**src/rtl/branch_pkg.sv**
```systemverilog
// Shared types for the branch prediction path: resolve-queue FSM states,
// direction constants, queue entry layout and 2-bit counter encodings.
// Pure declarations; no logic or latency.
package branch_pkg;

  // Resolve-queue control state
  typedef enum logic {
    ST_RUN   = 1'b0,
    ST_FLUSH = 1'b1
  } brq_state_t;

  // Branch direction encodings
  localparam logic TAKEN     = 1'b1;
  localparam logic NOT_TAKEN = 1'b0;

  // Canonical in-flight entry at the default tag width
  localparam int BR_PC_W = 8;
  typedef struct packed {
    logic               taken;
    logic [BR_PC_W-1:0] pc;
  } br_entry_t;

  // 2-bit saturating counter states, shared with the predictor
  typedef enum logic [1:0] {
    CTR_SNT = 2'b00,
    CTR_WNT = 2'b01,
    CTR_WT  = 2'b10,
    CTR_ST  = 2'b11
  } ctr2_t;

  // The predictor's direction is the counter MSB
  function automatic logic ctr2_predict(input ctr2_t c);
    return c[1];
  endfunction

endpackage

```
**src/rtl/branch_fifo.sv**
```systemverilog
// Circular buffer of DEPTH entries with push/pop/clear and an entry count.
// Head data is combinational from storage; pointer/count update on the edge.
// No internal backpressure: the owner must not push when full or pop when empty.
module branch_fifo #(
  parameter int DEPTH = 4,
  parameter int W     = 9
) (
  input  logic                     clk,
  input  logic                     rst_n,
  input  logic                     i_push,
  input  logic [W-1:0]             i_din,
  input  logic                     i_pop,
  input  logic                     i_clear,
  output logic [W-1:0]             o_head,
  output logic [$clog2(DEPTH):0]   o_count
);

  localparam int AW = $clog2(DEPTH);
  localparam int CW = AW + 1;

  logic [W-1:0]  r_mem [DEPTH];
  logic [AW-1:0] r_head;
  logic [AW-1:0] r_tail;
  logic [CW-1:0] r_count;

  // Entry storage: written at the tail on an accepted push, never reset
  always_ff @(posedge clk) begin
    if (i_push && !i_clear) begin
      r_mem[r_tail] <= i_din;
    end
  end

  // Pointers and count; clear discards everything by collapsing head onto tail
  always_ff @(posedge clk or negedge rst_n) begin
    if (!rst_n) begin
      r_head  <= '0;
      r_tail  <= '0;
      r_count <= '0;
    end else if (i_clear) begin
      r_head  <= r_tail;
      r_count <= '0;
    end else begin
      if (i_push) r_tail <= r_tail + AW'(1);
      if (i_pop)  r_head <= r_head + AW'(1);
      case ({i_push, i_pop})
        2'b10:   r_count <= r_count + CW'(1);
        2'b01:   r_count <= r_count - CW'(1);
        default: r_count <= r_count;
      endcase
    end
  end

  assign o_head  = r_mem[r_head];
  assign o_count = r_count;

endmodule

```
**src/rtl/branch_resolve_queue.sv**
```systemverilog
// In-order queue of in-flight predictions; checks each against its resolved outcome.
// Training/flush/error outputs are registered: one cycle after the resolve edge.
// pred_ready drops when full or during the one-cycle FLUSH; resolves are never stalled.
module branch_resolve_queue
  import branch_pkg::*;
#(
  parameter int DEPTH = 4,
  parameter int PC_W  = 8,
  parameter int CNT_W = 16
) (
  input  logic                   clk,
  input  logic                   rst_n,
  input  logic                   pred_valid,
  input  logic                   pred_taken,
  input  logic [PC_W-1:0]        pred_pc,
  output logic                   pred_ready,
  input  logic                   res_valid,
  input  logic                   res_taken,
  output logic                   upd_valid,
  output logic                   upd_taken,
  output logic [PC_W-1:0]        upd_pc,
  output logic                   flush,
  output logic                   redirect_taken,
  output logic [$clog2(DEPTH):0] occupancy,
  output logic [CNT_W-1:0]       mispredict_cnt,
  output logic                   res_err
);

  localparam int CW = $clog2(DEPTH) + 1;
  localparam logic [CW-1:0] FULL = CW'(DEPTH);

  brq_state_t     r_state;
  brq_state_t     w_state_nxt;
  logic [PC_W:0]  w_head;
  logic [CW-1:0]  w_count;
  logic           w_res_ok;
  logic           w_mispredict;
  logic           w_push;
  logic           w_pop;

  branch_fifo #(
    .DEPTH (DEPTH),
    .W     (PC_W + 1)
  ) u_fifo (
    .clk     (clk),
    .rst_n   (rst_n),
    .i_push  (w_push),
    .i_din   ({pred_taken, pred_pc}),
    .i_pop   (w_pop),
    .i_clear (w_mispredict),
    .o_head  (w_head),
    .o_count (w_count)
  );

  // A resolve only acts when there is an entry to check; the head carries {taken, pc}
  assign w_res_ok     = res_valid && (w_count != '0);
  assign w_mispredict = w_res_ok && (res_taken != w_head[PC_W]);
  assign w_pop        = w_res_ok && !w_mispredict;

  // Readiness uses the current count, so a simultaneous pop cannot free a full slot
  assign pred_ready = (r_state == ST_RUN) && (w_count < FULL);
  // A push alongside a mispredict is wrong-path and is dropped
  assign w_push     = pred_valid && pred_ready && !w_mispredict;
  assign occupancy  = w_count;

  // FSM state register
  always_ff @(posedge clk or negedge rst_n) begin
    if (!rst_n) r_state <= ST_RUN;
    else        r_state <= w_state_nxt;
  end

  // FSM next state: a mispredict holds off new predictions for exactly one cycle
  always_comb begin
    w_state_nxt = r_state;
    case (r_state)
      ST_RUN:   if (w_mispredict) w_state_nxt = ST_FLUSH;
      ST_FLUSH: w_state_nxt = ST_RUN;
      default:  w_state_nxt = ST_RUN;
    endcase
  end

  // Training, redirect and error pulses, each one cycle wide after the resolve edge
  always_ff @(posedge clk or negedge rst_n) begin
    if (!rst_n) begin
      upd_valid      <= 1'b0;
      upd_taken      <= NOT_TAKEN;
      upd_pc         <= '0;
      flush          <= 1'b0;
      redirect_taken <= NOT_TAKEN;
      res_err        <= 1'b0;
    end else begin
      upd_valid      <= w_res_ok;
      upd_taken      <= w_res_ok ? res_taken : NOT_TAKEN;
      upd_pc         <= w_res_ok ? w_head[PC_W-1:0] : '0;
      flush          <= w_mispredict;
      redirect_taken <= w_mispredict ? res_taken : NOT_TAKEN;
      res_err        <= res_valid && (w_count == '0);
    end
  end

  // Mispredict statistics, saturating at all-ones; moves on the same edge flush rises
  always_ff @(posedge clk or negedge rst_n) begin
    if (!rst_n) begin
      mispredict_cnt <= '0;
    end else if (w_mispredict && (mispredict_cnt != '1)) begin
      mispredict_cnt <= mispredict_cnt + CNT_W'(1);
    end
  end

endmodule

```
**config.mk**
```make
export PLATFORM = sky130hd
export DESIGN_NAME = branch_resolve_queue
export DESIGN_NICKNAME = d
export VERILOG_FILES = /design/src/rtl/branch_pkg.sv /design/src/rtl/branch_fifo.sv /design/src/rtl/branch_resolve_queue.sv
export SDC_FILE = /design/constraint.sdc
export NUM_CORES = 1
export LEC_CHECK = 0
export BUFFER_PORTS_ARGS = -buffer_cell sky130_fd_sc_hd__buf_2
export CORE_MARGIN = 2
export CORE_UTILIZATION = 55
export CTS_CLUSTER_SIZE = 40
export DETAILED_ROUTE_END_ITERATION = 12
export PLACE_DENSITY_LB_ADDON = 0.05
export SYNTH_ARGS = -nofsm -noshare
export SYNTH_HDL_FRONTEND = slang
export SYNTH_SLANG_ARGS = --single-unit
```
**constraint.sdc**
```tcl
create_clock -name clk -period 4.6 [get_ports clk]
set_input_delay 0.23 -clock clk [delete_from_list [all_inputs] [get_ports clk]]
set_output_delay 0.23 -clock clk [all_outputs]
set_load 0.01 [all_outputs]
```
==> reports/metrics.cfg, run 1 <==
[worst_setup_path]
startpoint_type = flop
cp_data_arrival_time_ns = 3.47
cp_slowest_cell = dfrtp_1
path_cells = mux4_2, xor2_4, nand2_2, and3_1, inv_1, ha_1, fa_1, xnor2_1, nor2_1, xnor2_1, nor2_1
cp_max_fo = 12
cp.required_ns = 4.83
slowest_delay_ns = 0.76
crit_type = flop to flop
crit_path_end_kind = flop

[detailed_routing]
drt_iter0_markers = 55
drc = 0
routedWlPerCell_um = 14.6
routed_via_density = 5.20
dr.pass1.iters = 4
ant_nets = 0
via_count = 1690
routed_wl_um = 4760

[final_layout]
mostFrequentLayoutCells = buf_2, dfrtp_1, edfxtp_1, nor2_1, xor2_1
final_common_cell = buf_2
diodes = 0
drive_gt1_share_pct = 29.8
area_growth_pct = 15.7
final_util_pct = 66.7
final_area_mm2 = 0.00345
final_nets = 272

[sta]
hold-worst-slack_ns = -0.0193
tightest_slew_ns = 0.819
min_period_over_period_pct = 70.5
min_period_ns = 3.24
drv_slew = 0
fin_skew_ns = 0.00571
fin_setup_tns_ns = 0
grt_setup_unrepaired = false
finalHoldViolCount = 23
finalSetupViolCount = 0
clock.fmax_mhz = 308
slew_headroom_pct = 45.4

[placed_design]
hpwlAfterDp_um = 3170
place_area_mm2 = 0.00327
port_buffers = 46
gp_congestion = 0.763

[clock_tree]
post_cts_resized = 0
cts_tree = built
root_buffer = clkbuf_8
clk_path_buf_depth = 2
post_cts_buffers = 0
ctsHoldBuffers = 0
cts_made_buffers = 9
cts_max_level = 3
cts_sinks = 73
path_clk_slew_ns = 0.07
insertion_delay_ns = 0.34

[flow_run]
drv_cap = 0

[yosys]
synthesis.instances = 198
synth-simple-area-share_pct = 12.0
synth_top_cell_by_area = edfxtp_1
synth_top_area_share_pct = 36.3
syn-num-nets = 219
synth.area.mux_share_pct = 8.02
synth_top_family_by_area = simple AND/OR/NAND/NOR gates
seq_area_frac_synth_pct = 67.3
avgSynthCellArea_um2 = 15.1
synth_cell_type_count = 33
syn_area_mm2 = 0.00298
synth-seq-cells = 73
synth-warning-count = 0
synthAdderAreaFrac_pct = 3.19
synthXorXnorAreaFrac_pct = 6.21
synth_area_leaders = edfxtp_1, dfrtp_1, mux4_2, xor2_1, ha_1
synth_compound_area_share_pct = 1.01

[global_route]
grt_pass1_wl_um = 8360
grt_max_degree = 38
grt_pass1_vias = 1729
antenna_found_initial = 0
grt_usage_pct = 18.5
grt-ovfl-total = 0

[floorplan]
die_y_um = 77.6
chipWidth_um = 77.6
core.rowCount = 26
ioPinCount = 47
dieArea_mm2 = 0.00603
coreArea_mm2 = 0.00517
start_util_pct = 57.6

[worst_hold_path]
hold_path_class = input port to async pin

[run_status]
violations = negative hold slack
outcome = finished, violations left

[pwr]
irDropWorstVdd_v = 0.000430
p_leak_nw = 1.52
power_density_mw_per_mm2 = 574

-- report_power, final --
part	switching, W	total (W)	internal [W]
logic	0.000279	0.000551	0.000272
clock network	0.000218	0.000466	0.000247
registers	0.000124	0.000964	0.000840
total	0.000621	0.00198	0.00136
-- critical path: cells and delay by family (launching register included) --
kind	cells	cell delay, ns
flip-flops	1	0.76
multiplexers	1	0.66
adder cells (fa/ha/maj)	2	0.60
AND/OR/NAND/NOR	4	0.58
XOR/XNOR	3	0.46
buffers and inverters	1	0.07
-- synth_stat cells (all sizes together) --
cell	count
dfrtp	37
edfxtp	36
nor2	16
xor2	13
nand2	12
mux4	9
nor2b	9
inv	7
nand3	7
and2	6
ha	6
nand4	6
xnor2	6
nor3	5
and3	3
and4	3
clkbuf	3
a31oi	2
buf	2
clkinv	2
mux2	2
a21oi	1
and3b	1
fa	1
mux2i	1
o21ai	1
o31ai	1
-- routing by layer --
layer / vias up / track usage, % / wire, µm
li1: 805 / - / -
met1: 834 / 25.3 / 2140
met2: 45 / 28.5 / 2320
met3: 6 / 4.42 / 227
met4: 0 / 8.39 / 71
met5: - / 0 / 0
-- kinds of logic after synthesis --
family / after synthesis
AOI/OAI and AO/OA: 5
xor gates and xnor gates: 19
adders and majority gates: 7
buffers and inverters: 14
DFF: 73
muxes: 12
and+or+nand+nor: 68
-- through the flow --
step	hold WS [ns]	cells	power, W	setup WS (ns)
6_report	-0.0193	325	0.00198	1.36
5_1_grt	0.0509	325	0.00212	1.03
4_1_cts	0.0154	325	0.00201	1.27
3_5_place_dp	0.381	310	0.00154	1.29
3_3_place_gp	0.378	310	0.00152	1.38
2_1_floorplan	-0.0656	198	0.00136	1.95
-- flip-flops by register name, summed over array words and instances (netlist names) --
| name | flops |
|---|---|
| u_fifo.r_mem | 36 |
| mispredict_cnt | 16 |
| upd_pc | 8 |
| u_fifo.o_count | 3 |
| u_fifo.r_head | 2 |
| u_fifo.r_tail | 2 |
| flush | 1 |
| r_state | 1 |
| redirect_taken | 1 |
| res_err | 1 |
| upd_taken | 1 |
| upd_valid | 1 |
-- area by class of cell --
cell class / instances / area, µm²
inverter: 9 / 33.8
clock inverter: 3 / 42.5
timing repair buffer: 47 / 238
clock buffer: 12 / 135
multi-input combinational: 111 / 907
sequential: 73 / 2010
tap: 70 / 87.6
fill: 402 / 1720
-- path summary, 6_finish.rpt --
| kind | startpoint | endpoint | slack, ns | cells after the start |
|---|---|---|---|---|
| worst max-delay path | u_fifo.r_head[0] | u_fifo.o_count[2] | 1.36 | 11 |
| max in group asynchronous | rst_n | u_fifo.r_head[1] | 4.09 | 1 |
| worst max register to register | u_fifo.r_head[0] | u_fifo.o_count[2] | 1.36 | 11 |
| worst min register to register | r_state | r_state | 0.44 | 1 |
| min in group clk | pred_pc[0] | u_fifo.r_mem[2][0] | 0.10 | 1 |
| worst min-delay path | rst_n | mispredict_cnt[15] | -0.02 | 1 |
(Power assumes the default switching activity.)
==> inputs of run 2 (changes only) <==
--- a/config.mk
+++ b/config.mk
@@ -7,7 +7,7 @@
 export LEC_CHECK = 0
 export BUFFER_PORTS_ARGS = -buffer_cell sky130_fd_sc_hd__buf_2
 export CORE_MARGIN = 2
-export CORE_UTILIZATION = 55
+export CORE_UTILIZATION = 50
 export CTS_CLUSTER_SIZE = 40
 export DETAILED_ROUTE_END_ITERATION = 12
 export PLACE_DENSITY_LB_ADDON = 0.05
==> constraint.sdc (replaced) <==
create_clock -name clk -period 2.98 [get_ports clk]
set_input_delay 0.149 -clock clk [delete_from_list [all_inputs] [get_ports clk]]
set_output_delay 0.149 -clock clk [all_outputs]
set_load 0.01 [all_outputs]
==> run 2 against run 1 <==
Effect of this change:
- the flow now finishes without violations
- worst hold slack better by 0.038 ns
- global-route usage down 0.74 points
- sequential power up 49%
- first-iteration DRC count down 16%
==> reports/metrics.cfg, run 2 (synthesis gave the netlist of run 1 again) <==
[detailed_routing]
routedWlPerCell_um = 15.0
drc = 0
routed_via_density = 5.11
drt_iter0_markers = 46
routed_wl_um = 5080
ant_nets = 0
via_count = 1738
dr.pass1.iters = 4

[sta]
fin_skew_ns = 0.00969
clock.fmax_mhz = 379
hold-worst-slack_ns = 0.0191
slew_headroom_pct = 43.3
drv_slew = 0
grt_setup_unrepaired = false
fin_setup_tns_ns = 0
min_period_ns = 2.64
min_period_over_period_pct = 88.6
tightest_slew_ns = 0.850
finalSetupViolCount = 0
finalHoldViolCount = 0

[global_route]
grt_usage_pct = 17.8
grt_max_degree = 38
grt-ovfl-total = 0
antenna_found_initial = 0
grt_pass1_wl_um = 8280
grt_pass1_vias = 1674

[floorplan]
start_util_pct = 51.0
die_y_um = 81.2
core.rowCount = 28
ioPinCount = 47
chipWidth_um = 81.2
dieArea_mm2 = 0.00660
coreArea_mm2 = 0.00585

[clock_tree]
cts_sinks = 73
path_clk_slew_ns = 0.08
cts_made_buffers = 9
clk_path_buf_depth = 2
cts_max_level = 3
cts_tree = built
post_cts_resized = 0
root_buffer = clkbuf_8
insertion_delay_ns = 0.35

[pwr]
power_density_mw_per_mm2 = 900
p_leak_nw = 1.58
irDropWorstVdd_v = 0.000467
p_switching_w = 0.00100
p_int_w = 0.00222
p_seq_share_pct = 44.5
p_clk_share_pct = 26.3
p_sw_share_pct = 31.1
power_frac_comb_pct = 29.3
power.total_w = 0.00323

[worst_setup_path]
cp_data_arrival_time_ns = 2.88
cp.required_ns = 3.22
critical-path-top-delay-family = adder cells
cp_slowest_cell = mux4_2
startpoint_type = flop
cp_max_fo = 8
slowest_delay_ns = 0.57
crit_type = flop to flop
path_cells = mux4_2, xor2_4, nand2_2, and3_1, inv_1, ha_1, fa_1, xnor2_1, nor2_1, xnor2_1, nor2_1
crit_path_end_kind = flop
cp_num_buf_inv = 1

[run_status]
outcome = finished clean

[final_layout]
area_growth_pct = 20.3
finalNonFillerCells = 340
diodes = 0
mostFrequentLayoutCells = buf_2, dfrtp_1, edfxtp_1, nor2_1, xor2_1
regMostFlops = u_fifo.r_mem
drive_gt1_share_pct = 31.3
largestRegisters = u_fifo.r_mem: 36 flops, mispredict_cnt: 16 flops, upd_pc: 8 flops
final_nets = 281
largest_reg_flops = 36
final_common_cell = buf_2

[placed_design]
hpwlAfterDp_um = 3320
gp_congestion = 0.832
placed_cells = 318
port_buffers = 46

[worst_hold_path]
hold_path_class = input port to flop

[flow_run]
drv_cap = 0

## run 2: power by group through the flow
stage | clock (W) | sequential (W) | combinational, W
2_1_floorplan | 0 | 0.00149 | 0.000619
3_3_place_gp | 0 | 0.00145 | 0.000949
3_5_place_dp | 0 | 0.00146 | 0.000961
4_1_cts | 0.000869 | 0.00144 | 0.000972
5_1_grt | 0.000911 | 0.00146 | 0.00107
6_report | 0.000848 | 0.00144 | 0.000945
## run 2: worst reg2reg max path, delay by kind of cell, from the launching register on
kind	cells	cell delay, ns
buffers and inverters	1	0.05
xor gates and xnor gates	3	0.47
DFF	1	0.37
adders and majority gates	2	0.61
and+or+nand+nor	4	0.47
muxes	1	0.57
## run 2: path summary, 6_finish.rpt
kind	from	endpoint	slack, ns	cells past startpoint
max reg2reg	u_fifo.r_head[0]	u_fifo.o_count[2]	0.34	11
min reg2reg	r_state	r_state	0.44	1
max in group asynchronous	rst_n	u_fifo.r_head[1]	1.99	2
min in group asynchronous	rst_n	mispredict_cnt[15]	0.45	2
min	pred_pc[1]	u_fifo.r_mem[1][1]	0.02	1
max	u_fifo.r_head[0]	u_fifo.o_count[2]	0.34	11
## run 2: routing by layer
metal  vias up  part of all wire [%]  GRT usage, %  wire (µm)
li1        829                     -             -          -
met1       858                    44          22.8       2230
met2        43                    49          28.1       2500
met3         8                   5.0          4.78        255
met4         0                   2.0          9.15        104
met5         -                     0             0          0
## run 2: layout make-up
type	instances	area, µm²
flip-flops and latches	73	2010
inverters	9	33.8
clock buffers	10	128
well taps	75	93.8
repair buffers	56	320
fillers	456	2260
multi-input cells	111	912
clock inverters	6	92.6
## run 2: timing repair
action / CTS / global route
setup buffers: 0 / 0
endpoints found under the hold margin: 51 / 0
hold buffers: 6 / 0
## run 2: through the flow
stage | area, µm² | setup slack [ns] | utilization, %
CTS | 3590 | 0.325 | 61.3
floorplan | 2980 | 0.332 | -
global route | 3590 | 0.200 | 61.3
finish | 3590 | 0.339 | 61.3
detailed placement | 3310 | 0.349 | 56.5
global placement | 3310 | 0.414 | 56.5
==> inputs of run 3 (changes only) <==
--- a/config.mk
+++ b/config.mk
@@ -5,9 +5,10 @@
 export SDC_FILE = /design/constraint.sdc
 export NUM_CORES = 1
 export LEC_CHECK = 0
+export ABC_AREA = 1
 export BUFFER_PORTS_ARGS = -buffer_cell sky130_fd_sc_hd__buf_2
 export CORE_MARGIN = 2
-export CORE_UTILIZATION = 50
+export CORE_UTILIZATION = 51
 export CTS_CLUSTER_SIZE = 40
 export DETAILED_ROUTE_END_ITERATION = 12
 export PLACE_DENSITY_LB_ADDON = 0.05
==> run 3 against run 2 <==
Effect of this change:
- utilization down 0.61 points
- clock power fell by 12%
- the run now ends with design-rule violations left
- synthesized cell count rose by 71%
- cell area grew 8.7%
- global-route usage increased by 1.5 points
==> reports/metrics.cfg, run 3 <==
[pwr]
p_switching_w = 0.00121
power_density_mw_per_mm2 = 841
p_seq_share_pct = 43.0
p_clk_share_pct = 22.6
p_int_w = 0.00207
irDropWorstVdd_v = 0.000455
p_sw_share_pct = 36.9
power_frac_comb_pct = 34.4
p_leak_nw = 1.81

[global_route]
grt-ovfl-total = 0
grt_pass1_wl_um = 10800
grt_usage_pct = 19.3
antenna_found_initial = 0
grt_pass1_vias = 2301
grt_max_degree = 38

[floorplan]
start_util_pct = 53.0
die_y_um = 85.7
chipWidth_um = 85.7
ioPinCount = 47
coreArea_mm2 = 0.00642
core.rowCount = 29
dieArea_mm2 = 0.00735

[yosys]
synthXorXnorAreaFrac_pct = 2.57
async_flop_share_pct = 50.7
yosysMostFrequentCell = nand2_1
syn_area_mm2 = 0.00341
synthesis.instances = 338
synth_area_leaders = edfxtp_1, dfrtp_1, nand2_1, nor2_1, nand3_1
synth-simple-area-share_pct = 25.9
synth_top_family_by_area = simple AND/OR/NAND/NOR gates
synth-warning-count = 0
synth_compound_area_share_pct = 4.34
synth_cell_type_count = 31
synth-edff-count = 36
synth_ff_type = dfrtp_1
seq_area_frac_synth_pct = 58.9
synth_top_area_share_pct = 31.7
synth.area.mux_share_pct = 0
syn-num-nets = 359
synth-seq-cells = 73
synth_top_cell_by_area = edfxtp_1
ys_top_cells_by_count = nand2_1, nor2_1, dfrtp_1
avgSynthCellArea_um2 = 10.1
synthAdderAreaFrac_pct = 2.79

[flow_run]
drv_cap = 0

[placed_design]
gp_congestion = 0.779
port_buffers = 46
placed_cells = 459
hpwlAfterDp_um = 4350

[final_layout]
mostFrequentLayoutCells = nand2_1, nor2_1, buf_2, dfrtp_1, edfxtp_1
diodes = 0
final_util_pct = 60.7
area_growth_pct = 14.5
finalNonFillerCells = 476
drive_gt1_share_pct = 23.6
largest_reg_flops = 36
final_common_cell = nand2_1
largestRegisters = u_fifo.r_mem: 36 flops, mispredict_cnt: 16 flops, upd_pc: 8 flops
fillCellCount = 552
final_nets = 415
regMostFlops = u_fifo.r_mem

[worst_setup_path]
crit_type = flop to flop
startpoint_type = flop
reg2reg_slack_ns = 0.29
cp_max_fo = 8
cp_data_arrival_time_ns = 2.92
r2r_cells = 15
crit_path_end_kind = flop
cp.required_ns = 3.21

[detailed_routing]
drt_iter0_markers = 167
dr.pass1.iters = 11
routed_wl_um = 6600
routedWlPerCell_um = 13.9
ant_nets = 0
routed_via_density = 5.12
drc = 5
via_count = 2435

[worst_hold_path]
hold_path_class = input port to flop
worstHoldPathCells = 1

[clock_tree]
cts_sinks = 73
cts_made_buffers = 9
clk_path_buf_depth = 2
cts_tree = built
path_clk_slew_ns = 0.08
post_cts_resized = 0
insertion_delay_ns = 0.33
root_buffer = clkbuf_8
cts_max_level = 3

[sta]
min_period_over_period_pct = 90.1
clock.fmax_mhz = 372
min_period_ns = 2.69
tightest_slew_ns = 0.882
finalHoldViolCount = 0
finalSetupViolCount = 0
fin_setup_tns_ns = 0
grt_setup_unrepaired = false
drv_slew = 0
slew_headroom_pct = 41.2
fin_skew_ns = 0.00739

[run_status]
outcome = finished, violations left
violations = design-rule violations

run 3: changes by cell type after synthesis, moves of 6 or more:
cell,delta
a21oi_1,+8
inv_1,+16
mux4_2,-9
nand2_1,+65
nand3_1,+15
nand3_2,+10
nor2_1,+39
nor2b_1,-9
o21ai_0,+18
xor2_1,-6
run 3: routing by layer:
layer,track usage (%),up-vias,wire (µm)
met4,5.34,0,53
met1,26.5,1169,3260
met3,4.81,4,226
met5,0,-,0
met2,30.9,43,3060
li1,-,1219,-
run 3: repair_timing:
| item | 4_1_cts | 5_1_grt |
|---|---|---|
| setup buffers | 0 | 0 |
| hold buffers | 1 | 0 |
| setup endpoints to repair | 0 | 0 |
| endpoints found under the hold margin | 37 | 0 |
run 3: path summary, 6_finish.rpt:
kind | endpoint | startpoint
hold reg to reg | r_state | r_state
min in group asynchronous | upd_pc[0] | rst_n
setup / recovery | u_fifo.o_count[2] | u_fifo.r_head[0]
hold / removal | u_fifo.r_mem[1][4] | pred_pc[4]
max in group asynchronous | upd_valid | rst_n
setup reg to reg | u_fifo.o_count[2] | u_fifo.r_head[0]
run 3: cells by family (layout without fill, tap and decap cells):
logic type	after synthesis	after routing
buffers and inverters	35	96
xor gates and xnor gates	10	10
AOI/OAI and AO/OA	29	29
and+or+nand+nor	184	184
DFF	73	73
adders and majority gates	7	7
run 3: worst max-delay path, stage by stage (launching register included):
cell     delay, ns
dfrtp_1       0.45
inv_2         0.14
nand2_1       0.08
nand3_2       0.10
nand2_2       0.07
nand2_1       0.05
nand2_1       0.10
nand2_2       0.17
nand2_2       0.13
ha_1          0.26
fa_1          0.39
a21oi_1       0.14
o21ai_0       0.10
or2_2         0.28
nand3_1       0.09
inv_1         0.04
run 3: per-stage QoR:
step / worst slack (ns) / hold slack [ns] / cell area, µm² / total power, W
6_report: 0.294 / 0.0223 / 3900 / 0.00328
5_1_grt: 0.0752 / 0.0198 / 3900 / 0.00351
4_1_cts: 0.316 / 0.0153 / 3900 / 0.00331
3_5_place_dp: 0.330 / 0.329 / 3700 / 0.00256
3_3_place_gp: 0.413 / 0.313 / 3700 / 0.00254
2_1_floorplan: 0.482 / -0.147 / 3410 / 0.00225
run 3: cell type report:
cell class	instances	area, µm²	area share [%]
Inverter	25	93.8	2.41
Multi-Input combinational cell	230	1210	31.1
Clock buffer	11	131	3.37
Timing Repair Buffer	55	300	7.70
Tap cell	77	96.3	2.47
Clock inverter	5	56.3	1.44
Sequential cell	73	2010	51.5
run 3: power by group through the flow:
stage / clock, W / sequential (W) / combinational [W]
6_report: 0.000742 / 0.00141 / 0.00113
5_1_grt: 0.000802 / 0.00144 / 0.00127
4_1_cts: 0.000760 / 0.00141 / 0.00114
3_5_place_dp: 0 / 0.00143 / 0.00113
3_3_place_gp: 0 / 0.00143 / 0.00111
2_1_floorplan: 0 / 0.00147 / 0.000784
